$ cat src/rtl/imem_loader.sv
`default_nettype none
// ============================================================================
// Module   : imem_loader
// Purpose  : Unpacks a framed UART byte stream into 32-bit instruction RAM
//            writes and holds the CPU in reset until a verified image exists.
// Revision : 1.0
// ============================================================================
module imem_loader #(
    parameter int         MAX_WORDS      = 256,
    parameter logic [7:0] MAGIC          = 8'hA5,
    parameter int         TIMEOUT_CYCLES = 50000
) (
    input  logic        clk,
    input  logic        reset,
    input  logic [7:0]  rx_data,
    input  logic        rx_valid,
    input  logic        reload,
    output logic        wr_en,
    output logic [31:0] wr_addr,
    output logic [31:0] wr_data,
    output logic        cpu_hold,
    output logic        done,
    output logic        error,
    output logic [15:0] word_count
);

    localparam int TW = $clog2(TIMEOUT_CYCLES + 1);

    typedef enum logic [2:0] {
        S_IDLE, S_LEN_HI, S_LEN_LO, S_DATA, S_CHK, S_DONE, S_ERR
    } state_t;

    state_t        r_state, w_next;
    logic [TW-1:0] r_tmo;
    logic [7:0]    r_len_hi, r_chk, r_word_idx;
    logic [15:0]   r_len;
    logic [1:0]    r_byte_idx;
    logic [23:0]   r_asm;

    logic          w_timed, w_tmo_hit, w_len_bad, w_word_done, w_last_word;
    logic          w_start, w_reload;
    logic [15:0]   w_len;

    assign w_len       = {r_len_hi, rx_data};
    assign w_len_bad   = (w_len == 16'd0) || (w_len > 16'(MAX_WORDS));
    assign w_timed     = (r_state == S_LEN_HI) || (r_state == S_LEN_LO) ||
                         (r_state == S_DATA)   || (r_state == S_CHK);
    assign w_tmo_hit   = w_timed && !rx_valid && (r_tmo == TW'(TIMEOUT_CYCLES - 1));
    assign w_word_done = (r_state == S_DATA) && rx_valid && (r_byte_idx == 2'd3);
    assign w_last_word = ((word_count + 16'd1) == r_len);
    assign w_reload    = reload && ((r_state == S_DONE) || (r_state == S_ERR));
    // reload beats a simultaneous byte, so a MAGIC arriving with it is dropped
    assign w_start     = rx_valid && (rx_data == MAGIC) &&
                         ((r_state == S_IDLE) || ((r_state == S_ERR) && !reload));

    always_ff @(posedge clk or posedge reset) begin
        if (reset) r_state <= S_IDLE;
        else       r_state <= w_next;
    end

    always_comb begin
        w_next = r_state;
        unique case (r_state)
            S_IDLE:   if (w_start) w_next = S_LEN_HI;
            S_LEN_HI: if (rx_valid) w_next = S_LEN_LO;
                      else if (w_tmo_hit) w_next = S_ERR;
            S_LEN_LO: if (rx_valid) w_next = w_len_bad ? S_ERR : S_DATA;
                      else if (w_tmo_hit) w_next = S_ERR;
            S_DATA:   if (w_word_done && w_last_word) w_next = S_CHK;
                      else if (w_tmo_hit) w_next = S_ERR;
            S_CHK:    if (rx_valid) w_next = (rx_data == r_chk) ? S_DONE : S_ERR;
                      else if (w_tmo_hit) w_next = S_ERR;
            S_DONE:   if (w_reload) w_next = S_IDLE;
            S_ERR:    if (w_reload) w_next = S_IDLE;
                      else if (w_start) w_next = S_LEN_HI;
            default:  w_next = S_IDLE;
        endcase
    end

    always_ff @(posedge clk or posedge reset) begin
        if (reset) begin
            wr_en      <= 1'b0;
            wr_addr    <= 32'd0;
            wr_data    <= 32'd0;
            cpu_hold   <= 1'b1;
            done       <= 1'b0;
            error      <= 1'b0;
            word_count <= 16'd0;
            r_tmo      <= '0;
            r_len_hi   <= 8'd0;
            r_len      <= 16'd0;
            r_chk      <= 8'd0;
            r_word_idx <= 8'd0;
            r_byte_idx <= 2'd0;
            r_asm      <= 24'd0;
        end else begin
            wr_en    <= 1'b0;
            done     <= (w_next == S_DONE);
            error    <= (w_next == S_ERR);
            cpu_hold <= (w_next != S_DONE);

            // counter stays 0 outside the framed states and restarts on every byte
            if (w_timed && !rx_valid && !w_tmo_hit) r_tmo <= r_tmo + TW'(1);
            else                                    r_tmo <= '0;

            if (w_reload) word_count <= 16'd0;

            if (w_start) begin
                r_chk      <= 8'd0;
                r_byte_idx <= 2'd0;
                r_word_idx <= 8'd0;
                word_count <= 16'd0;
            end

            if (rx_valid) begin
                unique case (r_state)
                    S_LEN_HI: begin
                        r_len_hi <= rx_data;
                        r_chk    <= r_chk ^ rx_data;
                    end
                    S_LEN_LO: begin
                        r_len <= w_len;
                        r_chk <= r_chk ^ rx_data;
                    end
                    S_DATA: begin
                        r_chk      <= r_chk ^ rx_data;
                        r_byte_idx <= r_byte_idx + 2'd1;
                        r_asm      <= {r_asm[15:0], rx_data};
                        if (r_byte_idx == 2'd3) begin
                            wr_en      <= 1'b1;
                            wr_addr    <= {22'd0, r_word_idx, 2'b00};
                            wr_data    <= {r_asm, rx_data};
                            r_word_idx <= r_word_idx + 8'd1;
                            word_count <= word_count + 16'd1;
                        end
                    end
                    default: ;
                endcase
            end
        end
    end

endmodule
`default_nettype wire

$ cat config.mk
export PLATFORM = sky130hd
export DESIGN_NAME = imem_loader
export DESIGN_NICKNAME = d
export VERILOG_FILES = /design/src/rtl/imem_loader.sv
export SDC_FILE = /design/constraint.sdc
export NUM_CORES = 1
export LEC_CHECK = 0
export CAP_MARGIN = 20
export CORE_MARGIN = 2
export CORE_UTILIZATION = 60
export CTS_BUF_LIST = sky130_fd_sc_hd__clkbuf_4
export DETAILED_ROUTE_END_ITERATION = 10
export DONT_BUFFER_PORTS = 1
export PLACE_DENSITY = 0.86
export SLEW_MARGIN = 10
export SYNTH_ARGS = -nofsm -noshare
export SYNTH_HDL_FRONTEND = slang
export SYNTH_SLANG_ARGS = --single-unit
$ cat constraint.sdc
create_clock -name clk -period 4.3 [get_ports clk]
set_input_delay 0.43 -clock clk [delete_from_list [all_inputs] [get_ports clk]]
set_output_delay 0.43 -clock clk [all_outputs]
set_load 0.02 [all_outputs]
# Word-level counts from Yosys, hierarchy flattened
# Cells that the tools add are included.
[word_totals]
reg_bits = 145
latchBits = 0
ramBits = 0
romBits = 0
input_bits = 12
output_inout_bits = 84
wordCells = 91
mem_count = 0
[classes]
n_addsub = 4
mul = 0
n_div = 0
magnitude_cmp = 1
n_eq_ne = 14
shift = 0
n_mux = 30
bitwise = 1
n_reduce_logical = 26
[op_table]
columns = ["operator", "n"]
rows = [
  ["2-to-1 mux 16 bit", 6],
  ["2-to-1 mux 8 bit", 7],
  ["adder 16 x 1 -> 16 bit, second input constant", 2],
  ["2-to-1 mux 3 bit", 9],
  ["one-hot mux 3 bit (7 select lines)", 1],
  ["equality test 16 bit", 1],
  ["equality test 16 bit, second input constant", 1],
  ["greater-than comparator 16 x 9 -> 1 bit, second input constant", 1],
  ["zero test 16 bit", 1],
  ["equality test 3 bit, second input constant", 5],
  ["logical AND 1 bit", 10],
  ["adder 8 x 1 -> 8 bit, second input constant", 1],
  ["equality test 8 bit", 1],
  ["equality test 8 bit, second input constant", 1],
  ["2-to-1 mux 2 bit", 4],
  ["XOR 8 bit", 1],
  ["equality test 3 x 2 -> 1 bit, second input constant", 2],
  ["logical OR 1 bit", 6],
  ["AND reduction 2 bit", 3],
  ["equality test 3 x 1 -> 1 bit, second input constant", 1],
  ["zero test 1 bit", 3],
  ["zero test 3 bit", 1],
  ["2-to-1 mux 1 bit", 3],
  ["!= test 3 bit, second input constant", 1],
  ["other kinds (4)", 4],
]

# Logic depth before layout (Yosys ltp)
# Gate-level depths: netlist of run 1.
[depth]
depth_word = 10
mapped_depth = 10
depth_no_buf = 7

# Worst setup path after synthesis of run 1
# Ideal clock, no wire load.
[synth_timing]
path_type = "reg-to-reg"
start = "register word_count[0]"
end = "register r_state[0]"
t_arrival_ns = 2.193
path_slack_ns = 1.966
stages_incl_launch_ff = 8
n_path_buf = 0
synth_period_minus_slack_ns = 2.334
path_cell_list = "dfrtp_1 ha_1 nand3_4 or3_1 a2111oi_2 o2111ai_1 nor4_2 o41ai_1"
[synth_between]
elab_chain_cells = 5
[synth_rtl]
columns = ["element", "line", "text"]
rows = [
  ["from (decl)", "24", "output logic [15:0] word_count"],
  ["from (signal assigned)", "134", "word_count <= word_count + 16'd1;"],
  ["adder 16 x 1 -> 16 bit", "50", "assign w_last_word = ((word_count + 16'd1) == r_len);"],
  ["equality test 16 bit", "50", ""],
  ["logical AND 1 bit", "69", "S_DATA: if (w_word_done && w_last_word) w_next = S_CHK;"],
  ["2-to-1 mux 3 bit", "69", ""],
  ["one-hot mux 3 bit (7 select lines)", "63", "unique case (r_state)"],
  ["net w_next[0]", "33", "state_t r_state, w_next;"],
  ["to (signal assigned)", "58", "else r_state <= w_next;"],
  ["to (decl)", "33", ""],
]
# The timed path passes the listed nets, and every way through them passes these cells.
# A chain may end at the register's enable or synchronous reset.

# Worst setup path in the final report of run 1
[layout_timing]
start = "register r_state[0]"
end = "register word_count[11]"
[layout_between]
elab_chain_cells = 8
elab_cells_between_ends = 14
[layout_rtl]
columns = ["element", "line", "text"]
rows = [
  ["equality test 3 bit (on tied branches)", "51, 54", ""],
  ["logical OR 1 bit or logical AND 1 bit (tied branches)", "51, 54", ""],
  ["logical AND 1 bit or logical OR 1 bit (tied branches)", "51, 54", ""],
  ["2-to-1 mux 16 bit or logical AND 1 bit (tied branches)", "106, 53", ""],
  ["2-to-1 mux 16 bit", "108", "if (w_start) begin"],
  ["2-to-1 mux 16 bit", "129", "if (r_byte_idx == 2'd3) begin"],
  ["2-to-1 mux 16 bit", "116", "unique case (r_state)"],
  ["2-to-1 mux 16 bit *", "115", "if (rx_valid) begin"],
]
# Mark *: on every way between the ends. The rest lies on a longest branch, timed or not.

==> impl_metrics.yaml, run 1 <==
sta:
  worst_slew_pin_slew_ns: 0.8848
  fmax_mhz: 352.7
  fin_crit_ns: 2.835
  relSlewSlack_pct: 41.01
  hold_viol: 0
  fin_ws_ns: 1.465
  rsz0062_at_grt: "false"
  slew_violations: 0
  min_period_over_period_pct: 65.93
  finalSetupViolations: 0
  skew_ns: 0.01475
  final.setup.tns_ns: 0
synth:
  synth.distinct_cells: 65
  ys_seq_area_share_pct: 51.49
  netlist_instances: 755
  ys_dominant_reg_cell: "dfrtp_1"
  synth_enable_flop_cells: 0
  ys_seq_elements: 145
  syn-cell-area_sq_mm: 0.007049
  yosysWarnings: 0
  synthArstFlopShare_pct: 100.0
  synth_area_per_cell_sq_um: 9.337
clock_tree:
  cts_tree: "yes"
  cts.path.max_buffers: 2
  insertion_delay_ns: 0.54
  numCtsBuffers: 17
  clockRootBuffer: "clkbuf_4"
  path_clk_slew_ns: 0.13
  clkSinkCount: 145
  htree_levels: 4
global_routing:
  grt_overflow: 0
  grt_pass1_vias: 5355
  grt_max_degree: 72
  grt_usage_pct: 25.42
  antenna_found_initial: 1
  grt_pass1_wl_mm: 25.72
placed_design:
  port_buffers: 0
  place_congestion: 0.9078
  dp_slack_ns: 1.527
  dp_hpwl_mm: 10.22
drt:
  wl_per_cell_um: 16.89
  first_iter_violations: 483
  vias: 5478
  vias_per_cell: 5.987
  drc: 0
  detail-route-antenna-nets: 0
  dr.pass1.iters: 6
  wl_mm: 15.45
pwr:
  irDropWorstVdd_mv: 0.2663
  total_power_mw: 3.648
  p_per_area_mw_per_mm2: 490.2
  p_leak_nw: 3.598
run:
  cap_violations: 0
critical_path:
  crit_path_top_delay_cell: "dfrtp_1"
  start_kind: "register"
  cp_max_fo: 26
  path_class: "register to register"
  cpPeakStageDelay_ns: 0.59
  crit_path_end_kind: "register"
  arrival_ns: 3.28
  crit_required_ns: 4.75
  critPathMostFrequentCell: "o21ai_0"
  path_cells: "and4b_1, buf_4, nand2_4, clkinv_1, a31oi_1, o21a_1, o21ai_0, o21ai_0"
floorplanning:
  core_sq_mm: 0.01142
  die_w_um: 112.4
  rows: 39
  initial_core_util_pct: 61.74
  die-area_sq_mm: 0.01263
  io_pins: 96
  die_y_um: 112.4
cells_and_area:
  n_fill_cell: 867
  area_growth_pct: 5.556
  regArea_sq_mm: 0.003630
  fin_nets: 774
  drive_above_1_share_pct: 10.51
  multi_input_area_sq_mm: 0.003089
status:
  outcome: "completed"
worst_hold_path:
  hold_path.class: "primary input to register"
layer usage:
layer	vias up	share of wire [%]	track usage (%)
met5	-	0	0
met4	0	2.2	10.41
met1	2673	40	33.42
met3	42	8.1	7.613
met2	282	50	39.92
li1	2481	-	-
cell type report:
cell class | instances | share of cell area (%)
well taps | 143 | 2.405
inverters | 9 | 0.5045
multi-input cells | 559 | 41.52
diodes | 1 | 0.03363
flip-flops and latches | 145 | 48.78
clock buffers | 19 | 1.917
repair buffers | 26 | 3.296
clock inverters | 13 | 1.547
timing repair:
| action | in CTS | in global routing |
|---|---|---|
| hold buffers | 10 | 8 |
| setup buffers | 0 | 0 |
| resized for setup | 0 | 0 |
| endpoints found under the hold margin | 20 | 15 |
cell families after synthesis:
family	count (synthesis)	share of synthesized area [%]
AOI/OAI and AO/OA	92	8.023
buffers and inverters	74	6.123
xor gates and xnor gates	46	5.928
other	1	0.05320
DFF	145	51.49
and+or+nand+nor	369	23.86
muxes	23	3.674
adders and majority gates	5	0.8520
path summary, 6_finish.rpt:
check                           slack [ns]  cells after the start        from             end
worst max-delay path                  1.46                      8  r_state[0]  word_count[11]
worst min-delay path                  0.03                      2  rx_data[5]        r_chk[5]
worst max register to register        1.46                      8  r_state[0]  word_count[11]
worst min register to register        0.47                      1    r_tmo[0]        r_tmo[0]
max in group asynchronous             2.98                      3       reset       r_len[12]
min in group asynchronous             0.24                      2       reset           wr_en
cell usage in the layout, fill, tap and decap left out, drive strengths merged, types with 2 or more instances in the layout:
cell         netlist  final
nand2            233    233
or3                3      3
dfrtp            144    144
nor3               7      7
inv                8      8
o31ai              3      3
xor2              24     24
and2               2      2
a31oi              6      6
o22ai              3      3
dlygate4sd3        0     18
buf               35      7
clkbuf            30     20
clkinv             1      9
and4               3      3
o21a               2      2
ha                 4      4
nor4               7      7
and3              12     12
nor4b              3      3
a32oi              2      2
nand2b             3      3
nor2              50     50
xnor2             21     21
conb               1     24
mux2              23     23
clkinvlp           0      4
o2111ai            2      2
nor3b              2      2
nand4             14     14
o21ai             48     48
nand3             14     14
a21oi             11     11
o211ai             5      5
nor2b              6      6
nor4bb             3      3
or4                3      3
where the power goes:
part | internal [mW] | switching, mW | leakage [nW]
sequential | 1.65 | 0.332 | 1.95
clock | 0.299 | 0.495 | 0.136
combinational | 0.396 | 0.480 | 1.51
total | 2.34 | 1.31 | 3.60
sequential cells by signal, indices dropped and copies added, names as in the netlist:
signal / count
cpu_hold: 1
done: 1
error: 1
r_asm: 24
r_byte_idx: 2
r_chk: 8
r_len: 16
r_len_hi: 8
r_state: 3
r_tmo: 16
r_word_idx: 8
word_count: 16
wr_addr: 8
wr_data: 32
wr_en: 1
worst max-delay path: cells and delay by family (launching register included):
family                 cells  cell delay, ns
flip-flops                 1            0.59
buffers and inverters      2            0.65
AO/OA/AOI/OAI              4            1.13
AND/OR/NAND/NOR            2            0.39
stage by stage:
| step | utilization (%) | area [sq um] | hold slack [ns] | std cells |
|---|---|---|---|---|
| floorplan | - | 7139 | 0.4251 | 778 |
| global placement | 61.07 | 6973 | 0.1993 | 861 |
| detailed placement | 61.07 | 6973 | 0.2005 | 861 |
| CTS | 64.20 | 7331 | 0.004906 | 903 |
| global route | 65.17 | 7441 | -0.001174 | 915 |
| finish | 65.17 | 7441 | 0.03425 | 915 |
synth_stat cells, types with 3 or more instances:
| master | n | area, sq um |
|---|---|---|
| xor2_1 | 24 | 210.2 |
| nand4_1 | 13 | 81.33 |
| nand2_1 | 232 | 870.8 |
| and3_1 | 10 | 62.56 |
| a31oi_1 | 6 | 37.54 |
| a21oi_1 | 11 | 55.05 |
| nor2_1 | 50 | 187.7 |
| clkbuf_8 | 4 | 55.05 |
| clkbuf_1 | 26 | 97.59 |
| nor2b_1 | 6 | 37.54 |
| ha_1 | 4 | 50.05 |
| o31ai_1 | 3 | 22.52 |
| or4_1 | 3 | 22.52 |
| buf_4 | 24 | 180.2 |
| nor3_1 | 6 | 30.03 |
| nor4bb_1 | 3 | 30.03 |
| buf_2 | 7 | 35.03 |
| o22ai_1 | 3 | 18.77 |
| o21ai_0 | 48 | 240.2 |
| inv_1 | 8 | 30.03 |
| nand3_1 | 13 | 65.06 |
| xnor2_1 | 21 | 183.9 |
| nor4b_1 | 3 | 26.28 |
| dfrtp_1 | 144 | 3603 |
| nor4_1 | 3 | 18.77 |
| nand2b_1 | 3 | 18.77 |
| nor4_2 | 4 | 50.05 |
| o211ai_1 | 5 | 37.54 |
| mux2_2 | 23 | 259.0 |
(Power assumes the default switching activity.)
==> run 2: changes to the inputs <==
--- a/config.mk
+++ b/config.mk
@@ -7,11 +7,11 @@
 export LEC_CHECK = 0
 export CAP_MARGIN = 20
 export CORE_MARGIN = 2
-export CORE_UTILIZATION = 60
+export CORE_UTILIZATION = 66
 export CTS_BUF_LIST = sky130_fd_sc_hd__clkbuf_4
 export DETAILED_ROUTE_END_ITERATION = 10
 export DONT_BUFFER_PORTS = 1
-export PLACE_DENSITY = 0.86
+export PLACE_DENSITY = 0.89
 export SLEW_MARGIN = 10
 export SYNTH_ARGS = -nofsm -noshare
 export SYNTH_HDL_FRONTEND = slang
==> constraint.sdc (replaced) <==
create_clock -name clk -period 2.82 [get_ports clk]
set_input_delay 0.282 -clock clk [delete_from_list [all_inputs] [get_ports clk]]
set_output_delay 0.282 -clock clk [all_outputs]
set_load 0.02 [all_outputs]
==> impl_metrics.yaml, run 2 (synthesized netlist as in run 1, its figures left out) <==
floorplanning:
  rows: 37
  die-area_sq_mm: 0.01152
  core_sq_mm: 0.01037
  die_w_um: 107.3
  die_y_um: 107.3
  initial_core_util_pct: 67.98
  io_pins: 96
cells_and_area:
  area_growth_pct: 6.407
  n_fill_cell: 729
  regMostFlops: "wr_data"
  fin_util_pct: 72.33
  drive_above_1_share_pct: 12.02
  final_cell_mix: "232 x nand2_1, 144 x dfrtp_1, 50 x nor2_1, 48 x o21ai_0"
  final_common_cell: "nand2_1"
  reg.largest.list: "wr_data x32, r_asm x24"
  fin_nets: 777
  largest_register_ffs: 32
drt:
  highest_layer: "met4"
  wl_met1_mm: 6.521
  drc: 0
  wl_mm: 15.78
  vias_per_cell: 5.951
  route.met3.wl_mm: 1.343
  detail-route-antenna-nets: 0
  first_iter_violations: 477
  vias: 5421
  wl_per_cell_um: 17.32
  dr.pass1.iters: 6
  wl_met2_mm: 7.685
global_routing:
  grt_max_degree: 70
  grt_pass1_vias: 5163
  grt_usage_pct: 28.69
  grt_overflow: 0
  antenna_found_initial: 1
  grt_pass1_wl_mm: 25.80
pwr:
  p_leak_nw: 3.657
  p_per_area_mw_per_mm2: 770.0
  irDropWorstVdd_mv: 0.4890
  total_power_mw: 5.776
sta:
  fin_ws_ns: 0.4467
  min_period_over_period_pct: 84.16
  rsz0062_at_grt: "false"
  relSlewSlack_pct: 46.07
  final.setup.tns_ns: 0
  finalSetupViolations: 0
  skew_ns: 0.02578
  whs_ns: 0.08830
  fin_crit_ns: 2.373
  hold_viol: 0
  worst_slew_pin_slew_ns: 0.8072
  fmax_mhz: 421.4
  slew_violations: 0
clock_tree:
  ctsResizeCount: 0
  numCtsBuffers: 17
  insertion_delay_ns: 0.55
  path_clk_slew_ns: 0.14
  htree_levels: 4
  cts_tree: "yes"
  cts.path.max_buffers: 2
  clockRootBuffer: "clkbuf_4"
  clkSinkCount: 145
critical_path:
  r2r_slack_ns: 0.45
  cpPeakStageDelay_ns: 0.44
  crit_path_top_delay_cell: "or3_2"
  path_delay_family: "simple AND/OR/NAND/NOR gates"
  path_class: "register to register"
  path_buf_inv: 0
  arrival_ns: 2.78
  path_cells: "ha_1, nor2b_1, or3_2, a31oi_1, o2111ai_2, nor4_2, o41ai_1"
  crit_path_end_kind: "register"
  cp_max_fo: 7
  crit_required_ns: 3.23
  start_kind: "register"
status:
  outcome: "completed"
worst_hold_path:
  hold_path.class: "primary input to register"
placed_design:
  place_congestion: 0.8922
  dp_hpwl_mm: 10.31
  port_buffers: 0
  dp_slack_ns: 0.4816
run:
  cap_violations: 0
==> run 2: cell types whose count changed in the layout (fill, tap and decap cells not counted), moves of 2 or more <==
cell / before / now
buf_6: 2 / 0
buf_4: 5 / 17
bufinv_16: 1 / 3
dlygate4sd3_1: 18 / 10
==> run 2: layer usage <==
| metal | track usage [%] | up-vias |
|---|---|---|
| met3 | 8.051 | 20 |
| li1 | - | 2495 |
| met1 | 39.26 | 2626 |
| met4 | 8.608 | 0 |
| met2 | 45.12 | 280 |
| met5 | 0 | - |
==> run 2: power by group <==
part / internal [mW] / leakage, nW / total (mW) / switching, mW
registers: 2.51 / 1.95 / 2.97 / 0.462
clock network: 0.651 / 0.164 / 1.41 / 0.762
logic: 0.612 / 1.54 / 1.39 / 0.779
==> run 2: worst paths after layout <==
kind,startpoint,end,cells past startpoint
setup / recovery,word_count[0],r_state[0],7
hold / removal,rx_data[2],r_word_idx[4],3
setup reg to reg,word_count[0],r_state[0],7
hold reg to reg,r_tmo[0],r_tmo[0],1
max in group asynchronous,reset,r_asm[22],3
min in group asynchronous,reset,wr_en,2
==> run 2: worst register-to-register path, cell delays in order, from the launching register on <==
cell	delay, ns
dfrtp_1	0.40
ha_1	0.29
nor2b_1	0.17
or3_2	0.44
a31oi_1	0.25
o2111ai_2	0.16
nor4_2	0.40
o41ai_1	0.14
==> run 2: cell type report <==
type                    instances  area (sq um)  area share, %
flip-flops and latches        145          3630          48.39
clock buffers                  20         150.1          2.002
well taps                     136         170.2          2.269
inverters                       9         37.54         0.5004
diodes                          1         2.502        0.03336
repair buffers                 29         262.8          3.503
clock inverters                12         158.9          2.118
multi-input cells             559          3089          41.18
==> run 2: repair_timing <==
action	4_1_cts	5_1_grt
setup buffers	0	0
setup endpoints to repair	0	0
hold buffers	10	0
hold endpoints to repair	73	0
==> run 2: metrics by stage <==
step	cell area, sq um	std cells
after floorplan	7139	778
after global placement	7074	867
after detailed placement	7074	867
after CTS	7483	909
after global routing	7501	911
final	7501	911
==> run 3: changes to the inputs <==
--- a/config.mk
+++ b/config.mk
@@ -7,11 +7,11 @@
 export LEC_CHECK = 0
 export CAP_MARGIN = 20
 export CORE_MARGIN = 2
-export CORE_UTILIZATION = 66
+export CORE_UTILIZATION = 60
 export CTS_BUF_LIST = sky130_fd_sc_hd__clkbuf_4
 export DETAILED_ROUTE_END_ITERATION = 10
 export DONT_BUFFER_PORTS = 1
-export PLACE_DENSITY = 0.89
+export PLACE_DENSITY = 0.86
 export SLEW_MARGIN = 10
 export SYNTH_ARGS = -nofsm -noshare
 export SYNTH_HDL_FRONTEND = slang
==> constraint.sdc (replaced) <==
create_clock -name clk -period 2.09 [get_ports clk]
set_input_delay 0.209 -clock clk [delete_from_list [all_inputs] [get_ports clk]]
set_output_delay 0.209 -clock clk [all_outputs]
set_load 0.02 [all_outputs]
==> impl_metrics.yaml, run 3 (synthesized netlist as in run 1, its figures left out) <==
status:
  outcome: "complete, but fails checks"
  violations: "setup timing"
placed_design:
  place_congestion: 0.8412
  placed_cell_area_sq_mm: 0.007295
  dp_hpwl_mm: 10.29
  port_buffers: 0
cells_and_area:
  largest_register_ffs: 32
  regMostFlops: "wr_data"
  drive_above_1_share_pct: 17.27
  final_cell_mix: "232 x nand2_1, 141 x dfrtp_1, 49 x nor2_1, 46 x o21ai_0, 43 x buf_4"
  final_area_sq_mm: 0.007810
  area_growth_pct: 10.79
  final_common_cell: "nand2_1"
  reg.largest.list: "wr_data x32, r_asm x24"
  n_fill_cell: 888
  fin_nets: 808
  fin_util_pct: 68.40
critical_path:
  cp_max_fo: 3
  arrival_ns: 2.68
  start_kind: "register"
  crit_required_ns: 2.58
  r2r_slack_ns: -0.1
  path_class: "register to register"
  crit_path_end_kind: "register"
sta:
  min_period_over_period_pct: 104.6
  worst_slew_pin_slew_ns: 0.7778
  hold_viol: 0
  skew_ns: 0.01939
  relSlewSlack_pct: 48.14
  finalSetupViolations: 3
  fin_ws_ns: -0.09598
  fmax_mhz: 457.5
  rsz0062_at_grt: "true"
  slew_violations: 0
  fin_crit_ns: 2.186
clock_tree:
  clockRootBuffer: "clkbuf_4"
  path_clk_slew_ns: 0.12
  cts.path.max_buffers: 2
  insertion_delay_ns: 0.56
  cts_tree: "yes"
  clkSinkCount: 145
  numCtsBuffers: 17
  htree_levels: 4
floorplanning:
  die-area_sq_mm: 0.01263
  initial_core_util_pct: 61.74
  die_y_um: 112.4
  core_sq_mm: 0.01142
  die_w_um: 112.4
  io_pins: 96
  rows: 39
drt:
  first_iter_violations: 454
  wl_met2_mm: 7.732
  wl_met1_mm: 6.630
  route.met3.wl_mm: 1.136
  wl_mm: 15.94
  drc: 0
  detail-route-antenna-nets: 0
  wl_per_cell_um: 16.80
  vias: 5497
  highest_layer: "met4"
  dr.pass1.iters: 5
  vias_per_cell: 5.792
global_routing:
  grt_overflow: 0
  grt_usage_pct: 25.98
  antenna_found_initial: 1
  grt_max_degree: 146
  grt_pass1_vias: 5347
  grt_pass1_wl_mm: 26.16
pwr:
  p_int_mw: 4.937
  swShare_pct: 35.99
  p_per_area_mw_per_mm2: 987.7
  combPwrFrac_pct: 28.0
  p_clk_share_pct: 21.1
  p_leak_nw: 3.790
  p_switching_mw: 2.777
  seqPwrFrac_pct: 50.9
  total_power_mw: 7.714
  irDropWorstVdd_mv: 0.8207
run:
  cap_violations: 0
worst_hold_path:
  hold_path.class: "primary input to register"
## run 3: path summary, 6_finish.rpt
check / start / end / cells after the start
worst max-delay path: word_count[0] / r_state[2] / 9
max in group asynchronous: reset / word_count[1] / 3
worst max register to register: word_count[0] / r_state[2] / 9
worst min-delay path: reload / done / 3
worst min register to register: r_asm[18] / wr_data[26] / 2
min in group asynchronous: reset / wr_data[11] / 3
## run 3: worst max-delay path: stages, from the launching register on
cell	delay [ns]
dfrtp_2	0.44
ha_4	0.18
buf_6	0.11
nor2b_1	0.11
or3_4	0.34
a31oi_4	0.19
o2111ai_2	0.13
nor4_2	0.34
buf_4	0.18
nand2b_1	0.12
## run 3: metrics by stage
step / std cells / setup slack [ns] / setup TNS [ns] / hold WS (ns)
3_5_place_dp: 900 / -0.1610 / -0.3977 / 0.3228
2_1_floorplan: 778 / -0.09375 / -0.3274 / 0.4251
4_1_cts: 943 / -0.1194 / -0.3197 / 0.008510
5_1_grt: 949 / -0.1506 / -0.4004 / 0.03006
6_report: 949 / -0.09598 / -0.2223 / 0.05919
3_3_place_gp: 900 / -0.1164 / -0.2345 / 0.3172
## run 3: cell type report
class	count	area (sq um)	area share, %
inverter	9	41.29	0.5287
antenna	1	2.502	0.03204
clock inverter	13	113.9	1.458
multi-input combinational	559	3187	40.80
clock buffer	19	142.6	1.826
timing repair buffer	60	510.5	6.536
sequential	145	3633	46.52
tap	143	178.9	2.291
## run 3: layer usage
layer,vias up,global-route usage (%)
met5,-,0
met4,0,9.675
met3,41,6.641
met2,226,41.41
met1,2674,34.79
li1,2556,-
## run 3: power by group through the flow
stage	combinational, mW	clock [mW]	sequential [mW]
global placement	1.84	0	3.93
CTS	2.04	1.66	3.92
finish	2.16	1.62	3.93
floorplan	1.57	0	3.85
detailed placement	1.95	0	3.97
global route	2.39	1.79	4.00
## run 3: repair_timing
item / 4_1_cts / 5_1_grt
gates resized for setup: 7 / 17
setup endpoints to repair: 3 / 21
setup buffers: 1 / 5
pin swaps: 6 / 12
hold buffers: 10 / 0
hold endpoints to repair: 186 / 0
